$ cat src/rtl/sat_counter.sv
// sat_counter: up-counter with clear that sticks at all-ones
module sat_counter #(
   parameter int WIDTH = 16
) (
   input  logic             clk,
   input  logic             reset,
   input  logic             clr,
   input  logic             en,
   output logic [WIDTH-1:0] cnt,
   output logic             at_max
);
   logic [WIDTH-1:0] cnt_q;
   assign cnt    = cnt_q;
   assign at_max = &cnt_q;
   // count enabled cycles, holding at the top value
   always_ff @(posedge clk) begin
      if (reset || clr) cnt_q <= '0;
      else if (en && !at_max) cnt_q <= cnt_q + 1'b1;
   end
endmodule

$ cat config.mk
export PLATFORM = sky130hd
export DESIGN_NAME = sat_counter
export DESIGN_NICKNAME = d
export VERILOG_FILES = /design/src/rtl/sat_counter.sv
export SDC_FILE = /design/constraint.sdc
export NUM_CORES = 1
export LEC_CHECK = 0
export ABC_AREA = 1
export CAP_MARGIN = 20
export CORE_AREA = 2 2 41 47
export DETAILED_ROUTE_END_ITERATION = 10
export DIE_AREA = 0 0 43 49
export DONT_BUFFER_PORTS = 1
export GPL_ROUTABILITY_DRIVEN = 1
export PLACE_DENSITY = 0.78
export SLEW_MARGIN = 20
export SYNTH_ARGS = -nofsm -noshare
export SYNTH_HDL_FRONTEND = slang
export SYNTH_SLANG_ARGS = --single-unit
$ cat constraint.sdc
create_clock -name clk -period 1.7 [get_ports clk]
set_input_delay 0.17 -clock clk [delete_from_list [all_inputs] [get_ports clk]]
set_output_delay 0.17 -clock clk [all_outputs]
set_load 0.05 [all_outputs]
==> impl_metrics.py <==
metrics = {
    "detailed_routing": {
        "vias_per_cell": 5.373,
        "routed_wl_mm": 2.112,
        "drt_first_pass_iters": 4,
        "wl_per_cell_microns": 11.42,
        "drt-initial-drc-count": 14,
        "num_vias": 994,
        "postRouteAntennaNets": 0,
        "remaining_drc_errors": 0,
    },
    "setup_path": {
        "crit_path_cell_trace": "ha_2, nand2_2, nor2_4, nand2_2, nor2_4, buf_8",
        "crit_path_end_kind": "primary output",
        "critPathSlowestCell": "dfxtp_4",
        "worst-path-max-fanout": 4,
        "start_kind": "flip-flop",
        "required_ns": 1.53,
        "critPathKind": "reg2out",
        "slowest_delay_ns": 0.36,
        "critical_path_arrival_ns": 1.49,
    },
    "timing": {
        "period_minus_slack_ns": 1.656,
        "setup_ws_ns": 0.04388,
        "period_share_pct": 97.42,
        "setup_viol": 0,
        "hold_violations": 0,
        "worst_slew_pin_slew_ns": 0.4550,
        "slew_viol_final": 0,
        "skew_ns": 0.006447,
        "fin_tns_setup_ns": 0,
        "maxSlewHeadroom_pct": 69.55,
        "fmax_ghz": 0.6038,
    },
    "synth": {
        "synthFlopType": "dfxtp_1",
        "yosys_warnings": 0,
        "synthTopCellsByCount": "nand2_1, nor2_1, dfxtp_1",
        "syn_area_sq_um": 949.7,
        "synth_edf_count": 0,
        "ys_seq_area_share_pct": 33.73,
        "yosysTopAreaCell": "dfxtp_1",
        "synthDominantCellAreaShare_pct": 33.73,
        "syn_inst": 146,
        "ys_seq_elements": 16,
        "syn_avg_cell_area_sq_um": 6.505,
        "synth_cell_types": 20,
        "yosysMostFrequentCell": "nand2_1",
        "syn_nets": 151,
        "ys_async_sr_fraction_pct": 0,
        "synthTopCellsByArea": "dfxtp_1, nand2_1, nor2_1",
    },
    "global_route": {
        "antenna_found_initial": 0,
        "grt_usage_pct": 22.24,
        "grt_start_max_net_pins": 19,
        "grt.met3_usage_pct": 4.815,
        "grt_overflow": 0,
        "grtUsageMet1_pct": 24.54,
        "grt.busiest_layer": "met2",
        "grt.met2_usage_pct": 40.40,
        "grt_pass1_wl_mm": 3.677,
        "grt_pass1_vias": 926,
    },
    "cts": {
        "cts.sinks": 16,
        "cts_tree": "done",
        "htree_num_levels": 1,
        "clockBufferDepth": 2,
        "cts_root_buf": "clkbuf_4",
        "cts_inserted_buffers": 3,
        "clkLatencyLatePin_ns": 0.30,
        "clkTransAtPathRegs_ns": 0.09,
    },
    "floorplan": {
        "fp.dieW_microns": 43,
        "die_h_microns": 49,
        "die_area_sq_um": 2107,
        "floorplan.core_area_sq_um": 1682,
        "design.portCount": 21,
        "start_util_pct": 56.47,
        "rows": 16,
    },
    "worst_hold_path": {
        "hp-class": "in2reg",
    },
    "finish": {
        "n_antenna_cell": 0,
        "nets": 173,
        "largest_reg_flops": 16,
        "syn2layout_area_growth_pct": 22.40,
        "drive_above_1_share_pct": 31.14,
    },
    "pwr": {
        "ir_drop_uv": 472.5,
        "leakage_nw": 0.4431,
        "powerDensity_nw_per_um2": 539.7,
    },
    "placement": {
        "gp_congestion": 0.8208,
        "dpl_worst_slack_ns": 0.2183,
        "hpwl_mm": 1.676,
        "io_buffer_count": 0,
    },
    "job": {
        "maxCapViolCount": 0,
    },
    "status": {
        "status": "complete, no violations",
    },
}
routing by layer:
metal	vias up	part of all wire [%]
li1	509	-
met1	458	43
met2	22	50
met3	5	5.0
met4	0	1.8
met5	-	0
logic make-up after synthesis:
| group | count (synthesis) | share of synthesized area (%) |
|---|---|---|
| adders and majority gates | 1 | 1.317 |
| DFF | 16 | 33.73 |
| buffers and inverters | 12 | 5.665 |
| AOI/OAI and AO/OA | 16 | 9.223 |
| and+or+nand+nor | 101 | 50.07 |
placed cells by master (no fill, tap or decap), drive strengths merged:
cell     n
nand4    2
inv     10
nor2    41
dfxtp   16
and2     1
clkbuf   4
ha       1
nand2   40
nand3   14
buf     19
nand3b   3
a21oi   11
o21ai    5
through the flow:
step	cells	utilization (%)	power, mW	hold WS [ns]	cell area [sq um]
global route	185	69.12	0.6485	0.1036	1162
CTS	184	68.15	0.6331	0.08415	1146
finish	185	69.12	0.6273	0.08726	1162
floorplan	146	-	0.4123	0.3522	974.7
global placement	180	66.37	0.4201	0.3818	1116
detailed placement	180	66.37	0.4220	0.3970	1116
critical path, delay by kind of cell (launching register included):
family	cells	cell delay, ns
buffers and inverters	1	0.16
flip-flops	1	0.36
adder cells (fa/ha/maj)	1	0.20
AND/OR/NAND/NOR	4	0.47
power by group:
| part | internal (mW) | switching (mW) | leakage (nW) |
|---|---|---|---|
| sequential | 0.375 | 0.00144 | 0.138 |
| combinational | 0.0113 | 0.0258 | 0.290 |
| clock | 0.0915 | 0.123 | 0.0150 |
layout make-up:
cell class | instances | area (sq um)
multi-input combinational | 118 | 580.6
fill | 152 | 519.2
sequential | 16 | 345.3
timing repair buffer | 19 | 150.1
inverter | 10 | 37.54
clock buffer | 4 | 26.28
tap | 18 | 22.52
path summary, 6_finish.rpt:
check                           cells after the start                   end                 start  slack [ns]
worst min-delay path                                3  cnt[11]$_SDFFE_PP0P_                    en        0.09
worst max register to register                      9   cnt[8]$_SDFFE_PP0P_   cnt[0]$_SDFFE_PP0P_        0.12
worst min register to register                      2  cnt[11]$_SDFFE_PP0P_  cnt[11]$_SDFFE_PP0P_        0.50
worst max-delay path                                6                at_max   cnt[0]$_SDFFE_PP0P_        0.04
repair_timing:
item                       CTS  global route
pin swaps                    0             2
hold buffers                 0             0
buffers inserted             0             1
resized for setup            1             3
setup endpoints to repair    1             1
Note: power is estimated with default switching activity, not from simulation.
==> variant 1 (same flow settings) <==
Set the parameter `WIDTH` to 14 (it was 16).
--- a/src/rtl/sat_counter.sv
+++ b/src/rtl/sat_counter.sv
@@ -1,6 +1,6 @@
 // sat_counter: up-counter with clear that sticks at all-ones
 module sat_counter #(
-   parameter int WIDTH = 16
+   parameter int WIDTH = 14
 ) (
    input  logic             clk,
    input  logic             reset,
Ports: changed (resized cnt); port bits go from 21 to 19. The function was not compared with the original's and may differ.
==> variant 1 against the original RTL <==
- worst setup slack better by 59 ps
- maximum frequency up 3.7%
- routed wire length shrank 14%
- cell area fell by 14%
- total power decreased by 12%
- first-iteration DRC count fell by 7.1%
- synthesized area decreased by 11%
- count of clock-buffer cells in the layout decreased by 1
- sequential cell count decreased by 2
- via count decreased by 12%
- worst hold slack worse by 31 ps
- critical path depth is the same
- largest cell class unchanged
- largest power group unchanged
==> variant 1: results (changes against the original RTL) <==
- The flow ran to the end, and the final reports show no timing, DRC or antenna violations.
- The maximum clock frequency was 626 MHz (+3.7%).
- The worst slack at placement is 342 ps (+123 ps).
- The final wirelength was 1830 um (-14%).
- The endpoint identified for the worst register-to-register timing path is cnt[7].
- The first-pass GRT wire length is 3220 um (-13%).
- The data arrival time of the critical path is 1430 ps (-60 ps).
- The depth of the worst register-to-register path is 8 (-1).
- The peak ir drop on the vdd network was 366 uV (-23%).
- The share of final-layout standard cells stronger than drive strength 1 was 0.252 (-0.0597).
- The delay of the slowest cell on the worst path came to 330 ps (-30 ps).
- The global routing usage on met3 is 0.0333 (-0.0148).
- The count of non-filler cells in the finished layout is 169 (-8.6%).
- The number of flip-flops in the largest register is 14 (-2).
- The unique cell type count in the Yosys netlist is 17 (-15%).
- By area the synthesized netlist is led by sky130_fd_sc_hd__dfxtp_1, sky130_fd_sc_hd__nand2_1, sky130_fd_sc_hd__nor2_1, sky130_fd_sc_hd__nand3_1, sky130_fd_sc_hd__inv_1.
- The worst hold path terminates at cnt[12].
- The slew at the pin closest to its max-slew limit is 229 ps (-226 ps).
- The count of mapped cells out of synthesis came to 135 (-7.5%).
- The post-placement cell area was 968 um^2 (-13%).
- The total of fill cells in the finished design was 162 (+6.6%).
- The via count of the first global-routing pass is 794 (-14%).
- The worst-path maximum fanout was 5 (+1).
- The setup slack of the worst register-to-register path is 320 ps (+200 ps).
- The DRC violation total after the first TritonRoute iteration is 13 (-1).
- The fraction of met1 tracks used by global routing is 0.220 (-0.0252).
- The share of synthesized area occupied by flip-flops and latches is 0.330 (-0.00739).
- The worst setup skew after layout came to 2.66 ps (-3.78 ps).
- The total length of routed met3 wires came to 90 um (-15%).
- The clock latency on the worst-skew pair is 280 ps (-20 ps).
- The layout net count is 158 (-8.7%).
- The leakage power of the design is 0.419 nW (-5.4%).
- The pin count of the biggest net entering global routing is 21 (+2).
- The overall global routing resource usage is 0.197 (-0.0254).
variant 1: kinds of logic (layout without fill, tap and decap cells):
group           after synthesis  in the layout  share of synthesized area
simple gates                 95             95                      0.502
buf+inv                      17             33                      0.106
flops                        14             14                      0.330
compound gates                8              8                     0.0471
fa+ha+maj                     1              1                     0.0147
variant 1: where the power goes:
part	internal, mW	leakage, nW	switching [mW]
Sequential	0.330	0.117	0.00127
Combinational	0.0118	0.289	0.0238
Clock	0.0823	0.0138	0.102
Total	0.424	0.419	0.127
variant 1: timing repair:
item,CTS,global route
setup endpoints to repair,0,1
hold buffers,0,0
gates resized for setup,0,1
variant 1: cell type report:
cell class | instances | area share
multi-input combinational | 104 | 0.482
sequential | 14 | 0.292
clock buffer | 3 | 0.0226
timing repair buffer | 17 | 0.132
tap | 18 | 0.0226
inverter | 13 | 0.0491
==> variant 2 (config.mk and constraints unchanged) <==
Without the edit above. Put a register stage on the output `at_max`. The value now appears one clock later. The other outputs are not delayed to match.
--- a/src/rtl/sat_counter.sv
+++ b/src/rtl/sat_counter.sv
@@ -9,13 +9,19 @@
    output logic [WIDTH-1:0] cnt,
    output logic             at_max
 );
+
+   logic at_max_d;
    logic [WIDTH-1:0] cnt_q;
    assign cnt    = cnt_q;
-   assign at_max = &cnt_q;
+   assign at_max_d = &cnt_q;
    // count enabled cycles, holding at the top value
    always_ff @(posedge clk) begin
       if (reset || clr) cnt_q <= '0;
-      else if (en && !at_max) cnt_q <= cnt_q + 1'b1;
+      else if (en && !at_max_d) cnt_q <= cnt_q + 1'b1;
    end
+   always_ff @(posedge clk) begin
+      at_max <= at_max_d;
+   end
+
 endmodule
 
Formal check against the unedited RTL: no difference found for any inputs over 10 cycles, from zero or initial values; that may be too few to reach the edited logic, so the function may still have changed.
==> variant 2 against the original RTL <==
- sequential cell count is 1 higher
- total power up 3.9%
- synthesized area increased by 2.1%
- count of clock-buffer cells in the layout unchanged
- routed wire length increased by 1.4%
- synthesized cell count is 0.68% higher
- sequential share of layout area up 0.57 points
- cell area fell by 2.6%
- worst setup slack better by 150 ps
- die area stayed put
==> variant 2: results (changes against the original RTL) <==
- The run finished with clean final reports.
- The first-pass iteration count of the detailed router is 4 (unchanged).
- The worst slew margin relative to its limit was 0.686 (-0.00976).
- The share of synthesized area occupied by flip-flops and latches was 0.351 (+0.0137).
- The final weighted congestion in routability-driven placement came to 0.818 (-0.39%).
- The leakage power of the design is 0.432 nW (-2.4%).
- The detailed placement HPWL is 1700 um (+1.4%).
- The count of non-filler cells in the finished layout is 184 (-0.54%).
- The switching portion of total power is 0.229 (-0.0104).
- In the synthesized netlist, the cells that appear most often are sky130_fd_sc_hd__nand2_1, sky130_fd_sc_hd__nor2_1, sky130_fd_sc_hd__dfxtp_1.
- The overall global routing resource usage is 0.211 (-0.0110).
- The worst slack at placement is 218 ps (-0.429 ps).
- The maximum clock frequency is 663 MHz (+9.8%).
- The total via count after detailed routing is 1023 (+2.9%).
- By area the synthesized netlist is led by sky130_fd_sc_hd__dfxtp_1, sky130_fd_sc_hd__nand2_1, sky130_fd_sc_hd__nor2_1, sky130_fd_sc_hd__nand3_1, sky130_fd_sc_hd__a21oi_1.
- The post-placement cell area is 0.00111 mm^2 (-0.90%).
- The share of the synthesized area in compound gates (AO/OA/AOI/OAI) is 0.0903 (-0.00190).
- The clock latency on the worst-skew pair is 280 ps (-20 ps).
- The first-pass GRT wire length is 3560 um (-3.2%).
- The worst hold-check path type is in2reg.
- The share of final-layout standard cells stronger than drive strength 1 is 0.205 (-0.107).
- The worst setup skew after layout is 2.84 ps (-3.61 ps).
- The peak ir drop on the vdd network came to 368 uV (-22%).
- The routed wire length per instance came to 11.6 um (+2.0%).
- The layout net count was 172 (-0.58%).
- The via count of the first global-routing pass came to 863 (-6.8%).
- The DRC violation total after the first TritonRoute iteration was 24 (+10).
-- variant 2: cell count changes after synthesis --
| cell | before | now |
|---|---|---|
| sky130_fd_sc_hd__dfxtp_1 | 16 | 17 |
-- variant 2: area by class of cell --
type | instances | area, um^2
flip-flops and latches | 17 | 343
clock buffers | 4 | 26.3
inverters | 10 | 37.5
well taps | 18 | 22.5
repair buffers | 17 | 128
multi-input cells | 118 | 576
fillers | 160 | 549
-- variant 2: per-layer routing --
layer,wire [um],share of wire,global-route usage
met1,897,0.42,0.256
met2,1080,0.50,0.381
met3,138,0.064,0.0407
met4,27,0.013,0.0455
met5,0,0,0
-- variant 2: path summary, 6_finish.rpt --
path	from	to	slack, ps	depth (start not counted)
hold reg to reg	cnt[12]	cnt[12]	540	2
hold / removal	en	cnt[11]	110	3
setup / recovery	cnt[0]	cnt[8]	190	8
setup reg to reg	cnt[0]	cnt[8]	190	8
-- variant 2: power groups by stage --
stage	clock network [mW]	registers, mW	logic [mW]
2_1_floorplan	0	0.420	0.0188
3_3_place_gp	0	0.411	0.0356
3_5_place_dp	0	0.411	0.0369
4_1_cts	0.216	0.402	0.0370
5_1_grt	0.232	0.402	0.0417
6_report	0.213	0.402	0.0368
-- variant 2: critical path: stages (launching register included) --
cell and delay, ps:
sky130_fd_sc_hd__dfxtp_2 350, sky130_fd_sc_hd__ha_1 190, sky130_fd_sc_hd__nand2_1 110, sky130_fd_sc_hd__nor2_4 140, sky130_fd_sc_hd__nand4_4 270, sky130_fd_sc_hd__nand2_1 190, sky130_fd_sc_hd__nand2_1 60, sky130_fd_sc_hd__nand2_1 60
sky130_fd_sc_hd__nor2_1 30
